==> src/rtl/mmss_pkg.sv <==
// Shared types and constants for the MM:SS countdown timer.
package mmss_pkg;

  localparam int DIGIT_W = 4;
  localparam logic [DIGIT_W-1:0] BCD_MAX       = 4'd9;
  localparam logic [DIGIT_W-1:0] SEC_TENS_WRAP = 4'd5;

  typedef enum logic [1:0] {
    ENTRY = 2'd0,
    RUN   = 2'd1,
    DONE  = 2'd2
  } state_t;

endpackage

==> src/rtl/mmss_timer_bcd_down_digit.sv <==
// One BCD digit of a decrement chain: borrows wrap the digit to wrap_val.
// Latency: combinational. Backpressure: none.
// Flow: borrow_out asserts only when a borrow arrives at a digit that is 0.
module bcd_down_digit
  import mmss_pkg::*;
(
  input  logic [DIGIT_W-1:0] digit_in,
  input  logic               borrow_in,
  input  logic [DIGIT_W-1:0] wrap_val,
  output logic [DIGIT_W-1:0] digit_out,
  output logic               borrow_out
);

  always_comb begin
    digit_out  = digit_in;
    borrow_out = 1'b0;
    if (borrow_in) begin
      if (digit_in == '0) begin
        digit_out  = wrap_val;
        borrow_out = 1'b1;
      end else begin
        digit_out = digit_in - 1'b1;
      end
    end
  end

endmodule

==> src/rtl/mmss_timer.sv <==
// Keypad-loaded MM:SS countdown timer with ENTRY/RUN/DONE control.
// Latency: digits, running and done update one cycle after the qualifying pgt_1Hz edge.
// Backpressure: none; only rising edges of pgt_1Hz are acted on, levels are ignored.
module mmss_timer
  import mmss_pkg::*;
(
  input  logic               clk,
  input  logic               rst_n,
  input  logic [DIGIT_W-1:0] D,
  input  logic               load,
  input  logic               pgt_1Hz,
  input  logic               en,
  input  logic               clear,
  output logic [DIGIT_W-1:0] mm_tens,
  output logic [DIGIT_W-1:0] mm_ones,
  output logic [DIGIT_W-1:0] ss_tens,
  output logic [DIGIT_W-1:0] ss_ones,
  output logic               zero,
  output logic               running,
  output logic               done
);

  state_t state, state_nxt;
  logic   pgt_q;
  logic   pgt_edge;
  logic   shift_en;
  logic   dec_en;
  logic   done_nxt;
  logic   dec_zero;

  logic [DIGIT_W-1:0] dec_mt, dec_mo, dec_st, dec_so;
  logic               b_so, b_st, b_mo, b_mt;

  assign pgt_edge = pgt_1Hz & ~pgt_q;
  assign zero     = (mm_tens == '0) && (mm_ones == '0) && (ss_tens == '0) && (ss_ones == '0);

  bcd_down_digit u_ss_ones (.digit_in(ss_ones), .borrow_in(1'b1), .wrap_val(BCD_MAX),
                            .digit_out(dec_so), .borrow_out(b_so));
  bcd_down_digit u_ss_tens (.digit_in(ss_tens), .borrow_in(b_so), .wrap_val(SEC_TENS_WRAP),
                            .digit_out(dec_st), .borrow_out(b_st));
  bcd_down_digit u_mm_ones (.digit_in(mm_ones), .borrow_in(b_st), .wrap_val(BCD_MAX),
                            .digit_out(dec_mo), .borrow_out(b_mo));
  bcd_down_digit u_mm_tens (.digit_in(mm_tens), .borrow_in(b_mo), .wrap_val(BCD_MAX),
                            .digit_out(dec_mt), .borrow_out(b_mt));

  assign dec_zero = (dec_mt == '0) && (dec_mo == '0) && (dec_st == '0) && (dec_so == '0);

  // Edges are applied under the current state; reaching 00:00 outranks a pause.
  always_comb begin
    state_nxt = state;
    shift_en  = 1'b0;
    dec_en    = 1'b0;
    done_nxt  = 1'b0;
    if (clear) begin
      state_nxt = ENTRY;
    end else begin
      case (state)
        ENTRY: begin
          shift_en = pgt_edge & load & (D <= BCD_MAX);
          if (en && !zero) state_nxt = RUN;
        end
        RUN: begin
          // A chain underflow (decrement from 00:00) is never committed.
          dec_en = pgt_edge & ~b_mt;
          if (dec_en && dec_zero) begin
            state_nxt = DONE;
            done_nxt  = 1'b1;
          end else if (!en) begin
            state_nxt = ENTRY;
          end
        end
        DONE: begin
          if (!en) state_nxt = ENTRY;
        end
        default: state_nxt = ENTRY;
      endcase
    end
  end

  always_ff @(posedge clk or negedge rst_n) begin
    if (!rst_n) begin
      state   <= ENTRY;
      pgt_q   <= 1'b0;
      running <= 1'b0;
      done    <= 1'b0;
      mm_tens <= '0;
      mm_ones <= '0;
      ss_tens <= '0;
      ss_ones <= '0;
    end else begin
      state   <= state_nxt;
      pgt_q   <= pgt_1Hz;
      running <= (state_nxt == RUN);
      done    <= done_nxt;
      if (clear) begin
        mm_tens <= '0;
        mm_ones <= '0;
        ss_tens <= '0;
        ss_ones <= '0;
      end else if (shift_en) begin
        mm_tens <= mm_ones;
        mm_ones <= ss_tens;
        ss_tens <= ss_ones;
        ss_ones <= D;
      end else if (dec_en) begin
        mm_tens <= dec_mt;
        mm_ones <= dec_mo;
        ss_tens <= dec_st;
        ss_ones <= dec_so;
      end
    end
  end

endmodule

==> config.mk <==
export PLATFORM = sky130hd
export DESIGN_NAME = mmss_timer
export DESIGN_NICKNAME = d
export VERILOG_FILES = /design/src/rtl/mmss_pkg.sv /design/src/rtl/mmss_timer_bcd_down_digit.sv /design/src/rtl/mmss_timer.sv
export SDC_FILE = /design/constraint.sdc
export NUM_CORES = 1
export LEC_CHECK = 0
export CAP_MARGIN = 10
export CORE_MARGIN = 2
export CORE_UTILIZATION = 38
export CTS_CLUSTER_DIAMETER = 200
export CTS_CLUSTER_SIZE = 28
export DETAILED_ROUTE_END_ITERATION = 10
export GPL_ROUTABILITY_DRIVEN = 0
export PLACE_DENSITY_LB_ADDON = 0.05
export SLEW_MARGIN = 20
export SYNTH_ARGS = -nofsm -noshare
export SYNTH_HDL_FRONTEND = slang
export SYNTH_HIERARCHICAL = 1
export SYNTH_SLANG_ARGS = --single-unit
export TNS_END_PERCENT = 20
==> constraint.sdc <==
create_clock -name clk -period 4.03 [get_ports clk]
set_input_delay 0.806 -clock clk [delete_from_list [all_inputs] [get_ports clk]]
set_output_delay 0.806 -clock clk [all_outputs]
set_load 0.01 [all_outputs]
==> impl_metrics.py <==
metrics = {
    "sta": {
        "rsz0062_at_grt": "no",
        "drv_slew": 0,
        "finalHoldViolCount": 0,
        "final.setup_skew_ns": 0.00462,
        "tightest_slew_ns": 0.537,
        "fin_tns_setup_ns": 0,
        "min_period_ns": 3.34,
        "slew-limit-headroom_pct": 64.2,
        "max_freq_mhz": 300,
        "fin_crit_sh_pct": 82.8,
        "setup_viol": 0,
    },
    "logic_synthesis": {
        "synthSimpleGateAreaFrac_pct": 30.7,
        "synth-async-reset-ratio_pct": 100,
        "ys.flop_type": "dfrtp_1",
        "yosys-mux-area-fraction_pct": 11.1,
        "netlist_area_um2": 1800,
        "synth_fa_ha_area_share_pct": 2.79,
        "syn_inst": 179,
        "avgSynthCellArea_um2": 10.0,
        "synth_warnings": 6,
        "synth-seq-cells": 21,
        "synth_cell_types": 38,
        "synth_compound_area_share_pct": 20.2,
        "yosysSeqAreaShare_pct": 29.3,
        "synth_top_family_by_area": "simple AND/OR/NAND/NOR gates",
        "synthXorXnorAreaFrac_pct": 0,
        "synth-edff-count": 0,
    },
    "clock_network": {
        "clk_pin_slew_worst_paths_ns": 0.09,
        "clkLatencyLatePin_ns": 0.27,
        "numCtsBuffers": 3,
        "cts_num_sinks": 21,
        "ctsHoldBuffers": 0,
        "post_cts_buffers": 0,
        "cts_resized": 0,
        "cts_buffer_depth": 2,
        "cts_tree": "done",
        "htreeDepth": 1,
        "root_buffer": "clkbuf_8",
    },
    "grt": {
        "track_usage_pct": 19.2,
        "antenna_found_initial": 0,
        "grt-ovfl-total": 0,
        "grt_pass1_vias": 1590,
        "grt_pass1_wl_mm": 7.82,
        "grt_max_degree": 22,
    },
    "placed_design": {
        "dpl.hpwl_mm": 3.46,
        "port_buffers": 28,
        "placed_cells": 272,
    },
    "critical_path": {
        "required_ns": 4.17,
        "crit_slowest_cell": "or4_1",
        "cp.arrival_ns": 3.48,
        "cp_max_fo": 10,
        "critPathMaxStageDelay_ns": 0.57,
        "critPathKind": "flop to flop",
        "crit_buf_inv": 1,
        "crit_path_cell_trace": "inv_1 -> ha_1 -> nor3b_4 -> and2_2 -> and2_2 -> and2_2 -> and3_1 -> nor3_1 -> or4_1 -> nor4_1 -> a211oi_1",
        "crit_top_cell": "and2_2",
        "end_kind": "flop",
        "start_kind": "flop",
        "cpLargestDelayFamily": "simple AND/OR/NAND/NOR gates",
    },
    "layout": {
        "drive_gt1_share_pct": 15.3,
        "final_cell_count_no_fill": 276,
        "fill_cells": 463,
        "multiInputGateArea_um2": 1230,
        "num_antenna_cells": 0,
        "layout.nets": 237,
        "postLayoutCoreUtil_pct": 47.4,
        "final_cell_mix": "clkdlybuf4s50_1, dfrtp_1, mux2i_1",
        "syn2layout_area_growth_pct": 22.2,
        "seqCellArea_um2": 526,
        "layout_commonest_cell": "clkdlybuf4s50_1",
    },
    "power": {
        "leakage_nw": 0.848,
        "powerDensity_nw_per_um2": 265,
        "vdd_drop_max_uv": 121,
    },
    "detailed_routing": {
        "wl_per_cell_um": 17.2,
        "dr.pass1.iters": 4,
        "route.detailed.drc": 0,
        "antenna_left": 0,
        "num_vias": 1561,
        "drt_iter0_drc": 71,
        "vias_per_cell": 5.66,
        "wirelength_mm": 4.75,
    },
    "floorplan": {
        "die_width_um": 72.7,
        "initial_core_util_pct": 38.8,
        "ios": 29,
        "die_h_um": 72.7,
        "die_area_um2": 5290,
        "core_area_um2": 4630,
        "rows": 25,
    },
    "run_status": {
        "outcome": "finished, final reports clean",
    },
    "hold_path": {
        "hold_class": "input pin to async pin",
    },
    "job": {
        "drv_cap": 0,
    },
}
[state kept, by name, summed over array words and instances (netlist names)]
register  count
ss_ones       4
running       1
ss_tens       4
mm_ones       4
done          1
mm_tens       4
state         2
pgt_q         1
[path summary, 6_finish.rpt]
kind | startpoint | to | slack (ns) | cells after the start
worst max-delay path | ss_ones[1] | state[0] | 0.69 | 11
worst min-delay path | rst_n | ss_ones[0] | 0.51 | 1
worst max register to register | ss_ones[1] | state[0] | 0.69 | 11
worst min register to register | mm_tens[1] | mm_tens[1] | 0.62 | 1
max in group asynchronous | rst_n | mm_tens[1] | 3.17 | 1
min in group clk | mm_tens[1] | mm_tens[1] | 0.62 | 1
[worst register-to-register path, stage by stage (launching register included)]
cell      delay (ns)
dfrtp_1         0.48
inv_1           0.12
ha_1            0.22
nor3b_4         0.27
and2_2          0.28
and2_2          0.27
and2_2          0.27
and3_1          0.17
nor3_1          0.06
or4_1           0.58
nor4_1          0.36
a211oi_1        0.13
[final cells by class]
type | instances | share of cell area (%)
Clock buffer | 4 | 2.05
Multi-Input combinational cell | 158 | 56.0
Tap cell | 54 | 3.08
Inverter | 8 | 1.37
Timing Repair Buffer | 31 | 13.6
Sequential cell | 21 | 24.0
[synthesized netlist by cell type, types with 2 or more instances]
master,n,share of area (%)
o2bb2ai_2,10,8.4
o2bb2ai_1,6,2.9
nand2_1,10,2.1
and3_1,4,1.4
nand2b_1,4,1.4
or4_1,2,0.84
dfrtp_1,21,29
and2b_2,4,2.0
conb_1,2,0.42
mux2i_1,20,11
buf_6,5,3.1
and2_2,4,1.7
a21oi_1,9,2.5
nor3b_4,4,4.2
or3b_1,4,2.0
o221ai_1,4,2.0
nor3_1,14,3.9
ha_1,4,2.8
o211ai_1,4,1.7
nor2_1,6,1.3
nor4_1,7,2.4
nand3_1,4,1.1
o21ai_0,4,1.1
inv_1,8,1.7
a211oi_1,2,0.84
[kinds of logic after synthesis]
family / count (synthesis)
simple gates: 76
compound gates: 41
flops: 21
mux: 20
buf+inv: 15
fa+ha+maj: 4
other cells: 2
[power by group]
part	switching (mW)	internal, mW
clock	0.0805	0.0709
sequential	0.0160	0.218
combinational	0.104	0.0923
[per-stage QoR]
step / setup slack, ns / total power, mW / cell area (um^2) / hold WS (ns)
after global routing: 0.411 / 0.618 / 2190 / 0.534
after global placement: 0.815 / 0.432 / 2150 / 0.595
final: 0.691 / 0.582 / 2190 / 0.506
after floorplan: 0.833 / 0.376 / 1850 / 0.510
after CTS: 0.705 / 0.587 / 2200 / 0.616
after detailed placement: 0.727 / 0.434 / 2150 / 0.597
[layer usage]
metal | vias to the layer above | global-route usage [%] | routed length, um | share of wire, %
met4 | 0 | 5.35 | 65 | 1.4
li1 | 759 | - | - | -
met5 | - | 0 | 0 | 0
met3 | 7 | 2.35 | 97 | 2.0
met2 | 31 | 33.5 | 2370 | 50
met1 | 764 | 24.8 | 2220 | 47
Note: power is estimated with default switching activity, not from simulation.
